## config.mk

```make
export PLATFORM = sky130hd
export DESIGN_NAME = vertex_unpacker
export DESIGN_NICKNAME = d
export VERILOG_FILES = /design/src/rtl/vertex_unpacker.sv
export SDC_FILE = /design/constraint.sdc
export NUM_CORES = 1
export LEC_CHECK = 0
export BUFFER_PORTS_ARGS = -buffer_cell sky130_fd_sc_hd__buf_2
export CAP_MARGIN = 5
export CORE_MARGIN = 8
export CORE_UTILIZATION = 55
export CTS_BUF_LIST = sky130_fd_sc_hd__clkbuf_8
export DETAILED_ROUTE_END_ITERATION = 7
export PLACE_DENSITY = 0.85
export SLEW_MARGIN = 20
export SYNTH_ARGS = -nofsm -noshare
export SYNTH_HDL_FRONTEND = slang
export SYNTH_SLANG_ARGS = --single-unit
```

## constraint.sdc

```tcl
create_clock -name clk -period 15.85 [get_ports clk]
set_clock_uncertainty 0.2 [all_clocks]
set_input_delay 1.585 -clock clk [delete_from_list [all_inputs] [get_ports clk]]
set_output_delay 1.585 -clock clk [all_outputs]
set_load 0.02 [all_outputs]
```

## src/rtl/vertex_unpacker.sv

```systemverilog
// Serialises show-ahead FIFO triangle records into one valid/ready beat per vertex.
// The next record is popped on the last-beat transfer so back-to-back records have no bubble.
module vertex_unpacker #(
   parameter int VERT_W   = 80,
   parameter int TAG_W    = 8,
   parameter int NUM_VERT = 3,
   parameter int WIDTH    = TAG_W + NUM_VERT * VERT_W
) (
   input  logic                        clk,
   input  logic                        rst,
   input  logic [WIDTH-1:0]            i_fifo_data,
   input  logic                        i_fifo_empty,
   output logic                        o_fifo_read,
   input  logic                        i_flush,
   output logic                        o_valid,
   input  logic                        i_ready,
   output logic [VERT_W-1:0]           o_vertex,
   output logic [TAG_W-1:0]            o_tag,
   output logic [$clog2(NUM_VERT)-1:0] o_idx,
   output logic                        o_last,
   output logic                        o_busy
);
   localparam int IDX_W = $clog2(NUM_VERT);

   typedef enum logic {IDLE, EMIT} state_t;

   state_t             state_q, state_d;
   logic [WIDTH-1:0]   record_q, record_d;
   logic [IDX_W-1:0]   idx_q, idx_d;
   logic               xfer;

   assign o_valid = (state_q == EMIT);
   assign o_busy  = o_valid;
   assign o_idx   = idx_q;
   assign o_tag   = record_q[WIDTH-1 -: TAG_W];
   assign o_last  = o_valid && (idx_q == IDX_W'(NUM_VERT - 1));
   assign xfer    = o_valid && i_ready;

   assign o_fifo_read = !rst && !i_fifo_empty && !i_flush &&
                        ((state_q == IDLE) || (xfer && o_last));

   always_comb begin
      o_vertex = '0;
      for (int k = 0; k < NUM_VERT; k++)
         if (idx_q == IDX_W'(k)) o_vertex = record_q[k*VERT_W +: VERT_W];
   end

   // Flush outranks everything; a pop always restarts at vertex 0.
   always_comb begin
      state_d  = state_q;
      record_d = record_q;
      idx_d    = idx_q;
      if (i_flush) begin
         state_d = IDLE;
         idx_d   = '0;
      end else if (o_fifo_read) begin
         state_d  = EMIT;
         record_d = i_fifo_data;
         idx_d    = '0;
      end else if (xfer) begin
         if (o_last) begin
            state_d = IDLE;
            idx_d   = '0;
         end else begin
            idx_d = idx_q + IDX_W'(1);
         end
      end
   end

   always_ff @(posedge clk or posedge rst) begin
      if (rst) begin
         state_q  <= IDLE;
         record_q <= '0;
         idx_q    <= '0;
      end else begin
         state_q  <= state_d;
         record_q <= record_d;
         idx_q    <= idx_d;
      end
   end
endmodule
```

After elaboration in Yosys (flattened, before gate mapping)
Cells that the tools add are included.
{"block": "classes", "addsub": 1, "eq_ne": 2, "muxes": 11, "n_bitwise": 2, "n_reduce_logical": 15}
{"operator": "80-bit two-way mux", "count": 3}
{"operator": "2-bit two-way mux", "count": 4}
{"operator": "1-bit logical AND", "count": 6}
{"operator": "3-bit nonzero test", "count": 2}
{"operator": "1-bit two-way mux", "count": 4}
{"operator": "2-bit AND reduction", "count": 2}
{"operator": "1-bit zero test", "count": 3}
{"operator": "2-bit by 1-bit adder with 2-bit output (second input constant)", "count": 1}
{"operator": "2-bit by 1-bit == test with 1-bit output (second input constant)", "count": 1}
{"operator": "2-bit == test (second input constant)", "count": 1}
{"operator": "2-bit zero test", "count": 1}
{"operator": "1-bit NOT", "count": 2}
{"operator": "1-bit logical OR", "count": 1}
{"block": "word_totals", "register_bits": 251, "output_inout_bits": 94, "elab_cells": 34}

Logic depth before layout (Yosys ltp)
{"block": "depth", "ltp_word": 7, "mapped_depth": 6, "ltp_nobuf": 3}

Worst setup path after synthesis
OpenSTA, ideal clock, no wires.
{"block": "synth_timing", "path_type": "input to output", "start": "input port i_flush", "end": "output port o_fifo_read", "arrival_time_ps": 2517, "slack_ps": 11548, "path_stages": 4, "path_buffers": 2, "path_cell_list": "or3_4 a21oi_4 buf_6 buf_6"}
{"block": "synth_between", "elab_chain_cells": 3}
{"item": "from (decl)", "line_no": "14", "rtl": "input logic i_flush,"}
{"item": "1-bit zero test", "line_no": "39", "rtl": "assign o_fifo_read = !rst && !i_fifo_empty && !i_flush &&"}
{"item": "1-bit logical AND (2 in a row)", "line_no": "39"}
{"item": "to (decl)", "line_no": "13", "rtl": "output logic o_fifo_read,"}
Every way passes these cells.

Final worst setup path
{"block": "layout_timing", "start": "register idx_q[0], in the netlist o_idx[0]", "end": "output port o_vertex[48]"}
{"block": "layout_between", "elab_chain_cells": 4, "word_cells_on_any_way": 6, "classes_between": "eq/ne (2); mux (3); reduce/logical (1)"}
{"item": "from (decl)", "line_no": "29", "rtl": "logic [IDX_W-1:0] idx_q, idx_d;"}
{"item": "from (signal assigned)", "line_no": "78", "rtl": "idx_q <= idx_d;"}
{"item": "2-bit zero test", "line_no": "45", "rtl": "if (idx_q == IDX_W'(k)) o_vertex = record_q[k*VERT_W +: VERT_W];"}
{"item": "80-bit two-way mux (2 in a row)", "line_no": "45"}
{"item": "80-bit two-way mux *", "line_no": "45"}
{"item": "to (decl)", "line_no": "17", "rtl": "output logic [VERT_W-1:0] o_vertex,"}
Mark *: on every way between the ends. The rest lies on a longest branch, timed or not.

==> reports/qor.csv <==
metric,value,unit
number of flops mapped to enable cells by yosys,0,
final setup margin,10740,ps
first-pass GRT wire length,43200,µm
hold slack,283,ps
Finished Cell Area,13700,µm²
prevailing post-synth register cell,dfrtp_1,
worst-margin pin slew,1030,ps
final setup violating endpoints,0,
I/O Pins,347,
WL/cell,19.5,µm
Max-cap violations,0,
Area after DPL,12800,µm²
number of port buffers,346,
CTS resizes,0,
DIE HEIGHT,158,µm
row count,52,
Layout Utilization,68.3,%
CP arrival,3330,ps
Synth area leader,dfrtp_1,
critical path endpoint category,output port,
worst setup path category,flip-flop to output port,
# DRC,0,
Design Power,1.80,mW
Max Clock Freq,0.196,GHz
synth top area cells,"dfrtp_1 56%, mux2_1 21%, mux2i_1 7.2%, mux2_2 4.2%, o21ai_0 3.6%",
Starting Density,55.5,%
clk sinks,251,
GRT Resource Usage Total,22.1,%
"Max FO, Critical Path",81,
"Reg clk slew, reported paths",60,ps
RSZ-0062 raised after global routing,false,
total negative slack,0,ps
DR vias/cell,5.29,
Nets,1408,
status,"complete, no violations",
DRT Wirelength,28600,µm
placed cells,1380,
CTS Buf Count,43,
Die ar.,25100,µm²
Syn. warnings,0,
cts hold-fix bufs,0,
worst-skew pair later-pin latency,510,ps
worst vdd ir,0.0794,mV
final cell count without fillers,1468,
worst hold path type,flip-flop to flip-flop,
die span in x,158,µm
Avg Inst Size Synth,13.6,µm²
Slew Limit Headroom,31.4,%
CTS tree,done,
post-DP HPWL,19600,µm
top-count cell post-synth,dfrtp_1,
largest net degree at the start of global routing,91,
R2R cell count,5,
share of the synthesized area in the top cell type,56.3,%
H-tree depth,2,
"Slew Viols, Final",0,
worst hold stages,1,
period utilization,32.2,%
"Min Clock Period, post-route",5110,ps
pre-CTS setup slack,10970,ps
P&R area growth vs syn,23.1,%
Final GP Congestion,0.809,
sequential cell area fraction in the yosys report,56.3,%
Pleak,6.27,nW
Unique masters post-synth,23,
Mapped Cells,818,
DRT iter0 DRCs,335,
via count,7759,
Crit path required time,14070,ps
PwrDens,131,nW/µm²
ANT nets after route,0,
placeable core area,20100,µm²
layout cell share with drive strength beyond 1,39.0,%
post-synthesis async set-or-reset flop share,100,%
"Net Count, Synth",1071,
Final Hold Fails,0,
gr ovfl total,0,
Mapped Area,11200,µm²
drt pass-1 iters,7,
initial antenna violation count,10,
number of global-route vias before repair,8422,
Clock Tree Buf Depth,3,
Root Driver,clkbuf_8,
top post-synthesis cells by count,"251 x dfrtp_1, 206 x mux2_1, 81 x nand2_1",
Synth Register Bits,251,
post-CTS setup buffer count,0,
element type at the critical path start,flip-flop,
==> flip-flops by register name, summed over array words and instances (netlist names) <==
name      cells
o_idx         2
record_q    248
o_busy        1
==> final cells by class <==
cell class	count	area [µm²]
clock buffers	54	743
well taps	270	338
diodes	12	30.0
flip-flops and latches	251	6290
repair buffers	355	1810
inverters	1	11.3
clock inverters	22	115
multi-input cells	503	4410
fillers	1461	6370
==> worst max-delay path, cell delays in order, from the launching register on <==
cell and delay, ps:
dfrtp_4 740, buf_4 480, nor2b_4 190, buf_4 760
nand2_1 150, o21ai_0 160, buf_2 220
==> path summary, 6_finish.rpt <==
check                         startpoint            end  slack (ps)
max in group asynchronous            rst       o_idx[1]       13030
min in group asynchronous            rst   record_q[68]         990
max                             o_idx[0]   o_vertex[48]       10740
min                        record_q[245]  record_q[245]         280
min reg2reg                record_q[245]  record_q[245]         280
max reg2reg                     o_idx[0]  record_q[111]       12170
==> logic make-up (layout without fill, tap and decap cells) <==
logic type / count (synthesis) / in the layout / share of synthesized area [%]
buf+inv: 64 / 432 / 4.27
flops: 251 / 251 / 56.3
other cells: 0 / 12 / 0
simple gates: 89 / 89 / 3.21
mux: 328 / 328 / 32.2
compound gates: 86 / 86 / 4.00
==> per-layer routing <==
layer / vias up / track usage (%) / wire, µm
met5: - / 0 / 22
met4: 4 / 9.70 / 899
met3: 66 / 6.27 / 2220
met2: 284 / 36.8 / 14200
met1: 3838 / 26.3 / 11300
li1: 3567 / - / -
==> cells in the final DEF (no fill, tap or decap), types with 2 or more instances in the layout <==
master,Yosys,layout
mux2_2,42,42
buf_6,22,2
o211ai_1,2,2
o21ai_0,80,80
inv_1,1,16
buf_2,12,346
mux2_1,206,206
diode_2,0,12
nand2_1,81,81
mux2i_1,80,80
clkinv_2,0,5
clkbuf_8,0,54
buf_4,9,7
a21oi_1,3,3
dfrtp_1,251,249
nor2_1,2,2
==> power breakdown <==
part,switching [mW],total [mW],internal (mW)
clock network,0.248,0.570,0.322
registers,0.0734,0.855,0.781
logic,0.202,0.374,0.172
total,0.524,1.80,1.27
Power figures use the tool's default switching activity.
